==> src/rtl/checker_sequencer_if.sv <==
// Handshake bundle between two character requesters, the sequencer and the shared block checker.
// No latency of its own; plain wires grouped for port connection.
// Backpressure: requester readies come from the sequencer, which never stalls a granted stream.
interface checker_sequencer_if;
  // requester 0
  logic       req0_valid;
  logic [7:0] req0_data;
  logic       req0_last;
  logic       req0_ready;
  // requester 1
  logic       req1_valid;
  logic [7:0] req1_data;
  logic       req1_last;
  logic       req1_ready;
  // shared checker
  logic [7:0] chk_in;
  logic       chk_reset;
  logic       chk_result;
  // completion / status
  logic       done;
  logic       done_id;
  logic       done_ok;
  logic       err;
  logic       busy;

  // sequencer side
  modport slave (
    input  req0_valid, req0_data, req0_last,
    input  req1_valid, req1_data, req1_last,
    input  chk_result,
    output req0_ready, req1_ready,
    output chk_in, chk_reset,
    output done, done_id, done_ok, err, busy
  );

  // requester / checker side
  modport master (
    output req0_valid, req0_data, req0_last,
    output req1_valid, req1_data, req1_last,
    output chk_result,
    input  req0_ready, req1_ready,
    input  chk_in, chk_reset,
    input  done, done_id, done_ok, err, busy
  );
endinterface

==> src/rtl/checker_sequencer.sv <==
// Arbitrates two requesters onto one shared block checker and reports a per-message verdict.
// Latency: done pulses 3 cycles after the last character is accepted (FLUSH, SAMPLE, DONE).
// Backpressure: only the granted requester sees ready, and only in STREAM; a valid gap there is an error.
// Optional feature: define SEQ_ROUND_ROBIN_EN for round-robin grant; default is fixed priority to req0.
module checker_sequencer #(
  parameter int MAX_LEN = 255
) (
  input  logic               clk,
  input  logic               reset,
  checker_sequencer_if.slave bus
);

  typedef enum logic [2:0] {
    IDLE,
    CLEAR,
    STREAM,
    FLUSH,
    SAMPLE,
    DONE
  } state_t;

  // counter value seen while the MAX_LEN-th character is on the bus
  localparam logic [7:0] LAST_IDX = 8'(MAX_LEN - 1);
  localparam logic [7:0] SPACE    = 8'h20;

  state_t     state;
  logic [7:0] cnt;
  logic       grant;
  logic       prio;
  logic       pick;

  logic       g_valid;
  logic       g_last;
  logic [7:0] g_data;

  logic       done_q;
  logic       done_id_q;
  logic       done_ok_q;
  logic       err_q;
  logic       busy_q;

  // steer the granted requester onto common signals
  always_comb begin
    g_valid = bus.req0_valid;
    g_last  = bus.req0_last;
    g_data  = bus.req0_data;
    if (grant) begin
      g_valid = bus.req1_valid;
      g_last  = bus.req1_last;
      g_data  = bus.req1_data;
    end
  end

  // contention resolved by the pointer; otherwise whoever is asking wins
  assign pick = (bus.req0_valid && bus.req1_valid) ? prio : bus.req1_valid;

`ifdef SEQ_ROUND_ROBIN_EN
  // after each completion hand preference to the requester not just served
  always_ff @(posedge clk) begin
    if (reset) begin
      prio <= 1'b0;
    end else if (state == DONE) begin
      prio <= ~grant;
    end
  end
`else
  // fixed priority: req0 always preferred
  assign prio = 1'b0;
`endif

  // message sequencer: one FSM, all status outputs registered alongside the state
  always_ff @(posedge clk) begin
    if (reset) begin
      state     <= IDLE;
      cnt       <= '0;
      grant     <= 1'b0;
      done_q    <= 1'b0;
      done_id_q <= 1'b0;
      done_ok_q <= 1'b0;
      err_q     <= 1'b0;
      busy_q    <= 1'b0;
    end else begin
      done_q <= 1'b0;
      case (state)
        IDLE: begin
          cnt <= '0;
          if (bus.req0_valid || bus.req1_valid) begin
            grant  <= pick;
            busy_q <= 1'b1;
            state  <= CLEAR;
          end
        end
        CLEAR: begin
          state <= STREAM;
        end
        STREAM: begin
          if (!g_valid) begin
            // checker cannot stall, so a gap corrupts the message
            err_q     <= 1'b1;
            done_id_q <= grant;
            done_q    <= 1'b1;
            state     <= DONE;
          end else begin
            cnt <= cnt + 8'd1;
            if (g_last) begin
              state <= FLUSH;
            end else if (cnt == LAST_IDX) begin
              // length budget used up without a terminator
              err_q     <= 1'b1;
              done_id_q <= grant;
              done_q    <= 1'b1;
              state     <= DONE;
            end
          end
        end
        FLUSH: begin
          state <= SAMPLE;
        end
        SAMPLE: begin
          done_ok_q <= bus.chk_result;
          done_id_q <= grant;
          done_q    <= 1'b1;
          state     <= DONE;
        end
        DONE: begin
          done_id_q <= 1'b0;
          done_ok_q <= 1'b0;
          err_q     <= 1'b0;
          busy_q    <= 1'b0;
          state     <= IDLE;
        end
        default: begin
          state <= IDLE;
        end
      endcase
    end
  end

  assign bus.req0_ready = (state == STREAM) && !grant;
  assign bus.req1_ready = (state == STREAM) && grant;
  // trailing space in FLUSH terminates the final word inside the checker
  assign bus.chk_in     = (state == STREAM) ? g_data : SPACE;
  assign bus.chk_reset  = reset || (state == CLEAR);

  assign bus.done       = done_q;
  assign bus.done_id    = done_id_q;
  assign bus.done_ok    = done_ok_q;
  assign bus.err        = err_q;
  assign bus.busy       = busy_q;

endmodule
==> src/flat_wrapper.sv <==
// flat-port wrapper written by rule: the top's interface ports become plain ports
module checker_sequencer_flat 
#(
  parameter int MAX_LEN = 255
)
  (clk, reset, bus_req0_valid, bus_req0_data, bus_req0_last, bus_req1_valid, bus_req1_data, bus_req1_last, bus_chk_result, bus_req0_ready, bus_req1_ready, bus_chk_in, bus_chk_reset, bus_done, bus_done_id, bus_done_ok, bus_err, bus_busy);
  checker_sequencer_if bus_i ();
  input  logic clk;
  input  logic reset;
  input wire logic [$bits(bus_i.req0_valid)-1:0] bus_req0_valid;
  input wire logic [$bits(bus_i.req0_data)-1:0] bus_req0_data;
  input wire logic [$bits(bus_i.req0_last)-1:0] bus_req0_last;
  input wire logic [$bits(bus_i.req1_valid)-1:0] bus_req1_valid;
  input wire logic [$bits(bus_i.req1_data)-1:0] bus_req1_data;
  input wire logic [$bits(bus_i.req1_last)-1:0] bus_req1_last;
  input wire logic [$bits(bus_i.chk_result)-1:0] bus_chk_result;
  output wire logic [$bits(bus_i.req0_ready)-1:0] bus_req0_ready;
  output wire logic [$bits(bus_i.req1_ready)-1:0] bus_req1_ready;
  output wire logic [$bits(bus_i.chk_in)-1:0] bus_chk_in;
  output wire logic [$bits(bus_i.chk_reset)-1:0] bus_chk_reset;
  output wire logic [$bits(bus_i.done)-1:0] bus_done;
  output wire logic [$bits(bus_i.done_id)-1:0] bus_done_id;
  output wire logic [$bits(bus_i.done_ok)-1:0] bus_done_ok;
  output wire logic [$bits(bus_i.err)-1:0] bus_err;
  output wire logic [$bits(bus_i.busy)-1:0] bus_busy;
  assign bus_i.req0_valid = bus_req0_valid;
  assign bus_i.req0_data = bus_req0_data;
  assign bus_i.req0_last = bus_req0_last;
  assign bus_i.req1_valid = bus_req1_valid;
  assign bus_i.req1_data = bus_req1_data;
  assign bus_i.req1_last = bus_req1_last;
  assign bus_i.chk_result = bus_chk_result;
  assign bus_req0_ready = bus_i.req0_ready;
  assign bus_req1_ready = bus_i.req1_ready;
  assign bus_chk_in = bus_i.chk_in;
  assign bus_chk_reset = bus_i.chk_reset;
  assign bus_done = bus_i.done;
  assign bus_done_id = bus_i.done_id;
  assign bus_done_ok = bus_i.done_ok;
  assign bus_err = bus_i.err;
  assign bus_busy = bus_i.busy;
  checker_sequencer #(.MAX_LEN(MAX_LEN)) u_core (.clk(clk), .reset(reset), .bus(bus_i));
endmodule
==> config.mk <==
export PLATFORM = sky130hd
export DESIGN_NAME = checker_sequencer_flat
export DESIGN_NICKNAME = d
export VERILOG_FILES = /design/src/rtl/checker_sequencer_if.sv /design/src/rtl/checker_sequencer.sv /design/src/flat_wrapper.sv
export SDC_FILE = /design/constraint.sdc
export NUM_CORES = 1
export LEC_CHECK = 0
export CAP_MARGIN = 30
export CORE_MARGIN = 5
export CORE_UTILIZATION = 40
export CTS_BUF_LIST = sky130_fd_sc_hd__clkbuf_4
export CTS_CLUSTER_DIAMETER = 60
export DETAILED_ROUTE_END_ITERATION = 8
export GPL_ROUTABILITY_DRIVEN = 1
export PLACE_DENSITY = 0.84
export SLEW_MARGIN = 20
export SYNTH_ARGS = -nofsm -noshare
export SYNTH_HDL_FRONTEND = slang
export SYNTH_SLANG_ARGS = --single-unit
==> constraint.sdc <==
create_clock -name clk -period 1.34 [get_ports clk]
set_input_delay 0.268 -clock clk [delete_from_list [all_inputs] [get_ports clk]]
set_output_delay 0.268 -clock clk [all_outputs]
set_load 0.03 [all_outputs]
-- Yosys cells after proc, flatten, opt, wreduce, memory -nomap -nowiden
Cells that the tools add are included.
- add/sub/neg operators: 1
- eq/ne operators: 11
- mux-type cells: 27
- reductions and logical operators: 18
- operators by type and width (kind ; count):
    8-bit two-way mux ; 3
    8-bit case mux with 2 select lines ; 1
    3-bit case mux with 5 select lines ; 1
    1-bit two-way mux ; 13
    3-bit two-way mux ; 4
    8-bit by 1-bit adder with 8-bit output (second input constant) ; 1
    8-bit == test (second input constant) ; 1
    1-bit case mux with 2 select lines ; 4
    2-bit AND reduction ; 4
    2-bit nonzero test ; 4
    3-bit by 2-bit == test with 1-bit output (second input constant) ; 2
    3-bit == test (second input constant) ; 2
    3-bit inequality test (second input constant) ; 2
    3-bit AND reduction ; 2
    2-bit by 1-bit inequality test with 1-bit output (second input constant) ; 2
    4-bit inequality test (second input constant) ; 1
    3-bit by 1-bit == test with 1-bit output (second input constant) ; 1
    1-bit logical AND ; 3
    3-bit zero test ; 1
    1-bit case mux with 3 select lines ; 1
    3-bit nonzero test ; 1
    1-bit logical OR ; 2
    1-bit zero test ; 1
- bits in registers: 17
- output and inout bits: 16

-- Depth between registers and ports, before layout
Gate-level depths: netlist of run 1.
- depth in word-level cells: 5
- gate-level depth with buffers: 6
- mapped depth without buffers: 6

-- Least setup slack after synthesis of run 1
No wires, ideal clock.
- path type: register -> output
- start point: reg u_core.grant
- end point: out bus_chk_in[0]
- arrival: 1350 ps
- slack: -278 ps
- cell stages (with the launch flop): 5
- path buffers: 2
- path through: dfxtp_1 > buf_6 > clkbuf_1 > mux2i_1 > nor2_1
- cells in the longest elaborated chain, start to end: 2
- RTL lines (element ; RTL line ; RTL):
    start, declared ; checker_sequencer.sv:28 ; logic grant;
    start signal, assigned ; checker_sequencer.sv:88 ; grant <= pick;
    8-bit two-way mux ; checker_sequencer.sv:47 ; if (grant) begin
    8-bit two-way mux ; checker_sequencer.sv:142 ; assign bus.chk_in = (state == STREAM) ? g_data : SPACE;
    end, declared ; flat_wrapper.sv:19 ; output wire logic [$bits(bus_i.chk_in)-1:0] bus_chk_in;
Every way passes these cells.

-- Worst setup path after layout of run 1
- start point: reg u_core.grant
- end point: out bus_chk_in[5]
Same word-level chain as after synthesis.

==> flow_metrics.tcl, run 1 <==
set metrics [dict create \
    arrival_ns 1.37 \
    via_per_inst 5.75 \
    final.setup_skew_ns 0.0159 \
    die_width_um 59.5 \
    dr.pass1.iters 4 \
    synth_seq_cells 17 \
    clockRootBuffer "clkbuf_4" \
    grt_usage 0.229 \
    clk_latency_ns 0.31 \
    outcome "finished with violations" \
    powerDensity_nw_per_um2 839 \
    grt_max_degree 10 \
    cp_top_family "flip-flops" \
    critPathLaunchType "flip-flop" \
    maxCapViolCount 0 \
    final_util 0.839 \
    yosysTopAreaCellShare 0.348 \
    dieArea_sq_um 3540 \
    yosys.area.top_type "dfxtp_1" \
    drive_gt1_frac 0.528 \
    period_share 1.23 \
    netlist_area_sq_um 978 \
    clock.fmax_ghz 0.609 \
    place_area_sq_um 1560 \
    fin_total_pwr_w 0.00170 \
    path_max_fanout 5 \
    critPathSlowestCell "dfxtp_4" \
    synthCells 120 \
    fin_ws_ns -0.302 \
    power.leakage_nw 0.774 \
    clk_path_buf_depth 2 \
    end_kind "output port" \
    final_area_sq_um 2020 \
    ys_seq_area_frac 0.348 \
    syn_area_per_cell_sq_um 8.15 \
    start_util 0.406 \
    drt_wl_total_mm 4.51 \
    fin_crit_ns 1.64 \
    drt.antenna.violating_nets 0 \
    hp-class "reg2reg" \
    critPathKind "reg2out" \
    worstMarginPinSlew_ns 0.344 \
    r2r-start "u_core.grant$_SDFFE_PP0P_" \
    final_max_slew_viol_count 0 \
    port_buffers 38 \
    pre_cts_slack_ns -0.378 \
    grt_pass1_vias 1247 \
    first_iter_violations 51 \
    synth_cell_types 32 \
    vias 1283 \
    num_rows 18 \
    critical_path.cell_chain "buf_16 -> mux2i_1 -> nand2_2 -> buf_6" \
    setup_viol_count_final 26 \
    synth_fp_nets 145 \
    antenna_found_initial 0 \
    rsz0062_at_grt "yes" \
    ios 39 \
    max-vdd-ir-drop_uv 751 \
    drc 0 \
    hold_viol 0 \
    path_clk_slew_ns 0.11 \
    dp_hpwl_mm 2.41 \
    synth_edf_count 0 \
    grt_pass1_wl_mm 6.00 \
    cts_buffers 3 \
    yosys_warnings 0 \
    routabilityCongestion 0.786 \
    wl_per_cell_um 20.2 \
    cp.required_ns 1.07 \
    n_fill_cell 117 \
    crit_path_start "u_core.grant$_SDFFE_PP0P_" \
    tritoncts "done" \
    core_sq_um 2410 \
    nets 219 \
    synth_area_leaders "dfxtp_1, mux2i_1, nor2_1" \
    synthTopCellsByCount "nor2_1, dfxtp_1, mux2i_1" \
    synthFlopType "dfxtp_1" \
    slew_headroom 0.771 \
    slowest_delay_ns 0.43 \
    die_h_um 59.5 \
    diodes 0 \
    ys_async_sr_fraction 0 \
    crit_buf_inv 2 \
    overflow 0 \
    h-tree-depth 1 \
    hp-start "u_core.cnt[5]$_SDFFE_PP0P_" \
    clock_sinks 17 \
    synthToLayoutAreaGrowth_pct 107 \
    yosysMostFrequentCell "nor2_1" \
    violations "negative setup slack" \
]
[cell usage in the layout, fill, tap and decap left out, types with 2 or more instances in the layout]
| cell | netlist | routed |
|---|---|---|
| nand2_1 | 7 | 2 |
| nand2_2 | 0 | 4 |
| clkbuf_2 | 0 | 2 |
| a21oi_1 | 10 | 8 |
| mux2i_4 | 0 | 8 |
| o21ai_0 | 6 | 4 |
| xor2_1 | 4 | 4 |
| nand3_1 | 3 | 2 |
| nand3_2 | 1 | 2 |
| dlygate4sd2_1 | 0 | 2 |
| a21oi_2 | 0 | 2 |
| nor2_4 | 0 | 5 |
| clkbuf_4 | 0 | 4 |
| buf_4 | 0 | 25 |
| dfxtp_4 | 0 | 4 |
| nor2_2 | 0 | 6 |
| a211oi_2 | 0 | 2 |
| clkdlybuf4s50_1 | 0 | 22 |
| buf_6 | 1 | 21 |
| inv_1 | 3 | 2 |
| nand4_1 | 3 | 3 |
| mux2i_1 | 11 | 3 |
| ha_1 | 2 | 2 |
| nor2_1 | 25 | 14 |
| dfxtp_1 | 17 | 13 |
[worst min-delay path: stages (launching register included)]
cell and delay (ns):
dfxtp_1 0.34, o21ai_0 0.08, a21oi_1 0.07
[what timing repair did]
item | in CTS | in global routing
setup buffers | 8 | 8
endpoints found under the setup margin | 30 | 30
resized for setup | 60 | 30
cloned | 1 | 0
pin swaps | 9 | 14
hold buffers | 0 | 0
[worst paths after layout]
check | cells after the start | slack [ns] | to
worst max-delay path | 4 | -0.30 | bus_chk_in[5]
worst min register to register | 2 | 0.53 | u_core.cnt[5]$_SDFFE_PP0P_
worst max register to register | 6 | -0.29 | u_core.state[1]$_SDFFE_PP0P_
worst min-delay path | 2 | 0.53 | u_core.cnt[5]$_SDFFE_PP0P_
[routing by layer]
metal / share of wire / track usage
met4: 0.055 / 0.113
met5: 0 / 0
met2: 0.53 / 0.434
met1: 0.36 / 0.222
met3: 0.050 / 0.0654
[cell type report]
cell class                      count  area [sq um]  share of cell area
Multi-Input combinational cell     93           843               0.417
Sequential cell                    17           355               0.176
Inverter                            3          11.3             0.00557
Clock buffer                        4          30.0              0.0149
Timing Repair Buffer               76           744               0.368
Tap cell                           30          37.5              0.0186
[metrics by stage]
step	cells	setup TNS, ns	hold slack (ns)
CTS	217	-3.92	0.494
detailed placement	204	-5.01	0.482
floorplan	120	-0.171	0.365
finish	223	-5.43	0.531
global route	223	-6.28	0.524
global placement	204	-3.92	0.467
[kinds of logic (layout without fill, tap and decap cells)]
kind of cell / after synthesis / count (layout) / synth area share
compound gates: 23 / 23 / 0.152
xor+xnor: 4 / 4 / 0.0358
fa+ha+maj: 2 / 2 / 0.0256
buf+inv: 10 / 83 / 0.0499
flops: 17 / 17 / 0.348
mux: 12 / 12 / 0.127
simple gates: 52 / 52 / 0.262
[report_power, final]
part | total (W) | internal [W] | leakage (nW) | switching (W)
registers | 0.000564 | 0.000531 | 0.141 | 0.0000337
clock network | 0.000316 | 0.000137 | 0.0184 | 0.000180
logic | 0.000817 | 0.000430 | 0.615 | 0.000387
[state kept, by name, summed over array words and instances, names as in the netlist]
register	count
u_core.bus.done_ok	1
u_core.bus.err	1
u_core.bus.done	1
u_core.cnt	8
u_core.bus.done_id	1
u_core.grant	1
u_core.bus.busy	1
u_core.state	3
No activity file was read; power rests on OpenSTA's default activity.
==> run 2: changes to the inputs <==
- ABC_AREA: not set -> 1
- PLACE_DENSITY: 0.84 -> 0.83
==> flow_metrics.tcl, run 2 <==
set metrics [dict create \
    outcome "finished with violations" \
    overflow 0 \
    fin_ws_ns -0.327 \
    synth_seq_cells 17 \
    ys_async_sr_fraction 0 \
    slowest_delay_ns 0.35 \
    critical_path.cell_chain "inv_2 -> nand3_4 -> nor2_4 -> buf_12 -> a22o_4 -> buf_6" \
    period_share 1.24 \
    nets 249 \
    core_sq_um 2450 \
    drt_wl_total_mm 4.05 \
    r2r-end "u_core.state[1]$_SDFFE_PP0P_" \
    n_fill_cell 147 \
    wl_per_cell_um 16.0 \
    critPathLaunchType "flip-flop" \
    syn_area_per_cell_sq_um 6.67 \
    dieArea_sq_um 3640 \
    largest_reg_flops 8 \
    synthTopCellsByCount "nand2_1, nor2_1, dfxtp_1" \
    tns_ns -3.24 \
    synthToLayoutAreaGrowth_pct 88.5 \
    diodes 0 \
    top_register "u_core.cnt" \
    start_util 0.413 \
    cp.depth 6 \
    tritoncts "done" \
    ios 39 \
    dr.pass1.iters 5 \
    critPathSlowestCell "dfxtp_2" \
    layout.cells.non_filler 253 \
    rsz0062_at_grt "yes" \
    synthFlopType "dfxtp_1" \
    hold_viol 0 \
    final_common_cell "nand2_1" \
    path_max_fanout 8 \
    max-vdd-ir-drop_uv 1010 \
    slew_headroom 0.784 \
    yosys_warnings 0 \
    synth_area_leaders "dfxtp_1, nand2_1, nor2_1" \
    powerDensity_nw_per_um2 882 \
    cp_top_family "flip-flops" \
    violations "negative setup slack" \
    top_regs "u_core.cnt (8), u_core.state (3)" \
    first_iter_violations 91 \
    cts_buffers 3 \
    via_per_inst 5.16 \
    maxCapViolCount 0 \
    clockRootBuffer "clkbuf_4" \
    port_buffers 38 \
    yosys.area.top_type "dfxtp_1" \
    cp-endpoint "bus_chk_in[2]" \
    drt.antenna.violating_nets 0 \
    place_inst 235 \
    clk_latency_ns 0.31 \
    crit_buf_inv 3 \
    critPathKind "reg2out" \
    clk_path_buf_depth 2 \
    final.setup_skew_ns 0.0153 \
    path_clk_slew_ns 0.11 \
    clock_sinks 17 \
    synth_edf_count 0 \
    hp-class "reg2reg" \
    fin_total_pwr_w 0.00168 \
    rr_worst_depth 10 \
    dp_hpwl_mm 2.44 \
    drive_gt1_frac 0.408 \
    r2r-start "u_core.state[2]$_SDFFE_PP0P_" \
    routabilityCongestion 0.856 \
    num_rows 18 \
    netlist_area_sq_um 1010 \
    fin_crit_ns 1.67 \
    h-tree-depth 1 \
    arrival_ns 1.40 \
    layout.cells.most_common_list "nand2_1, clkdlybuf4s50_1, buf_4, buf_6, nor2_1" \
    antenna_found_initial 0 \
    drc 0 \
    grt_max_degree 11 \
    worstMarginPinSlew_ns 0.321 \
    ys_seq_area_frac 0.336 \
    grt_pass1_wl_mm 6.00 \
    grt_pass1_vias 1301 \
    power.leakage_nw 0.854 \
    synthCells 152 \
    crit_path_start "u_core.state[0]$_SDFFE_PP0P_" \
    grt_usage 0.220 \
    cp.required_ns 1.07 \
    final_max_slew_viol_count 0 \
    yosysMostFrequentCell "nand2_1" \
    vias 1306 \
    reg2reg_slack_ns -0.09 \
    setup_viol_count_final 17 \
    yosysTopAreaCellShare 0.336 \
    synth_cell_types 22 \
    end_kind "output port" \
    die_width_um 60.3 \
    die_h_um 60.3 \
    synth_fp_nets 177 \
    clock.fmax_ghz 0.600 \
]
-- run 2: changes by cell type in the layout (fill, tap and decap cells not counted), sizes merged, moves of 2 or more --
cell / previous run / this run
nand2: 7 / 45
inv: 3 / 18
mux2i: 12 / 0
nand3: 4 / 14
a22o: 0 / 7
buf: 49 / 42
nor2: 25 / 22
a211oi: 2 / 0
a21oi: 10 / 12
and2: 2 / 0
nand4: 3 / 1
nor3b: 2 / 0
or3: 2 / 0
xor2: 4 / 2
-- run 2: what timing repair did --
action	in CTS	in global routing
resized for setup	32	29
hold buffers	0	0
setup endpoints to repair	20	31
pin swaps	11	7
endpoints found under the hold margin	0	0
buffers inserted	11	4
gates cloned	1	0
-- run 2: worst min path at each step --
stage                                 start                         endpoint  depth (start not counted)
6_report       u_core.bus.busy$_SDFFE_PP0P_     u_core.bus.busy$_SDFFE_PP0P_                          2
5_1_grt        u_core.bus.busy$_SDFFE_PP0P_     u_core.bus.busy$_SDFFE_PP0P_                          2
4_1_cts         u_core.bus.err$_SDFFE_PP0P_      u_core.bus.err$_SDFFE_PP0P_                          2
3_5_place_dp    u_core.bus.err$_SDFFE_PP0P_      u_core.bus.err$_SDFFE_PP0P_                          2
3_3_place_gp    u_core.bus.err$_SDFFE_PP0P_      u_core.bus.err$_SDFFE_PP0P_                          2
2_1_floorplan                bus_chk_result  u_core.bus.done_ok$_SDFFE_PP0P_                          2
-- run 2: metal layers --
layer,part of all wire,GRT usage,routed length (um)
met5,0,0,0
met4,0.022,0.0696,91
met3,0.043,0.0468,176
met2,0.54,0.409,2180
met1,0.40,0.248,1610
-- run 2: cell type report --
| cell class | instances | area (sq um) | share of cell area |
|---|---|---|---|
| sequential | 17 | 349 | 0.183 |
| timing repair buffer | 69 | 674 | 0.353 |
| multi-input combinational | 115 | 749 | 0.392 |
| clock buffer | 3 | 22.5 | 0.0118 |
| clock inverter | 1 | 5.00 | 0.00262 |
| tap | 30 | 37.5 | 0.0196 |
| inverter | 18 | 72.6 | 0.0380 |
-- run 2: logic make-up after synthesis --
group,count (synthesis),share of synthesized area
compound gates,25,0.151
xor+xnor,2,0.0173
fa+ha+maj,2,0.0247
buf+inv,21,0.0926
flops,17,0.336
simple gates,85,0.379
-- run 2: where the power goes --
| part | total (W) | switching [W] | internal [W] |
|---|---|---|---|
| sequential | 0.000587 | 0.0000375 | 0.000550 |
| clock | 0.000295 | 0.000183 | 0.000112 |
| combinational | 0.000802 | 0.000428 | 0.000374 |
-- run 2: worst register-to-register path: stages (launching register included) --
cell and delay (ns):
dfxtp_2 0.36, inv_4 0.07, buf_6 0.10, buf_6 0.11
nand3_4 0.08, buf_6 0.12, buf_6 0.10, buf_6 0.10
buf_6 0.10, buf_6 0.10, a31oi_1 0.13
-- run 2: per-stage QoR --
step | hold slack (ns) | area [sq um] | utilization | worst slack [ns]
global placement | 0.438 | 1600 | 0.653 | -0.186
floorplan | 0.433 | 1100 | - | -0.0537
CTS | 0.464 | 1830 | 0.746 | -0.311
finish | 0.483 | 1910 | 0.778 | -0.327
detailed placement | 0.450 | 1600 | 0.653 | -0.236
global route | 0.507 | 1910 | 0.778 | -0.351
==> run 3: changes to the inputs <==
- CAP_MARGIN: 30 -> 20
- MAX_ROUTING_LAYER: not set -> met4
==> results of run 3 <==
No change in the layout: final DEF, timing and power equal those of run 2.
Main changes from that run: final weighted congestion in routability-driven placement 0.856 -> 0.870; overall routing resource usage 0.220 -> 0.227
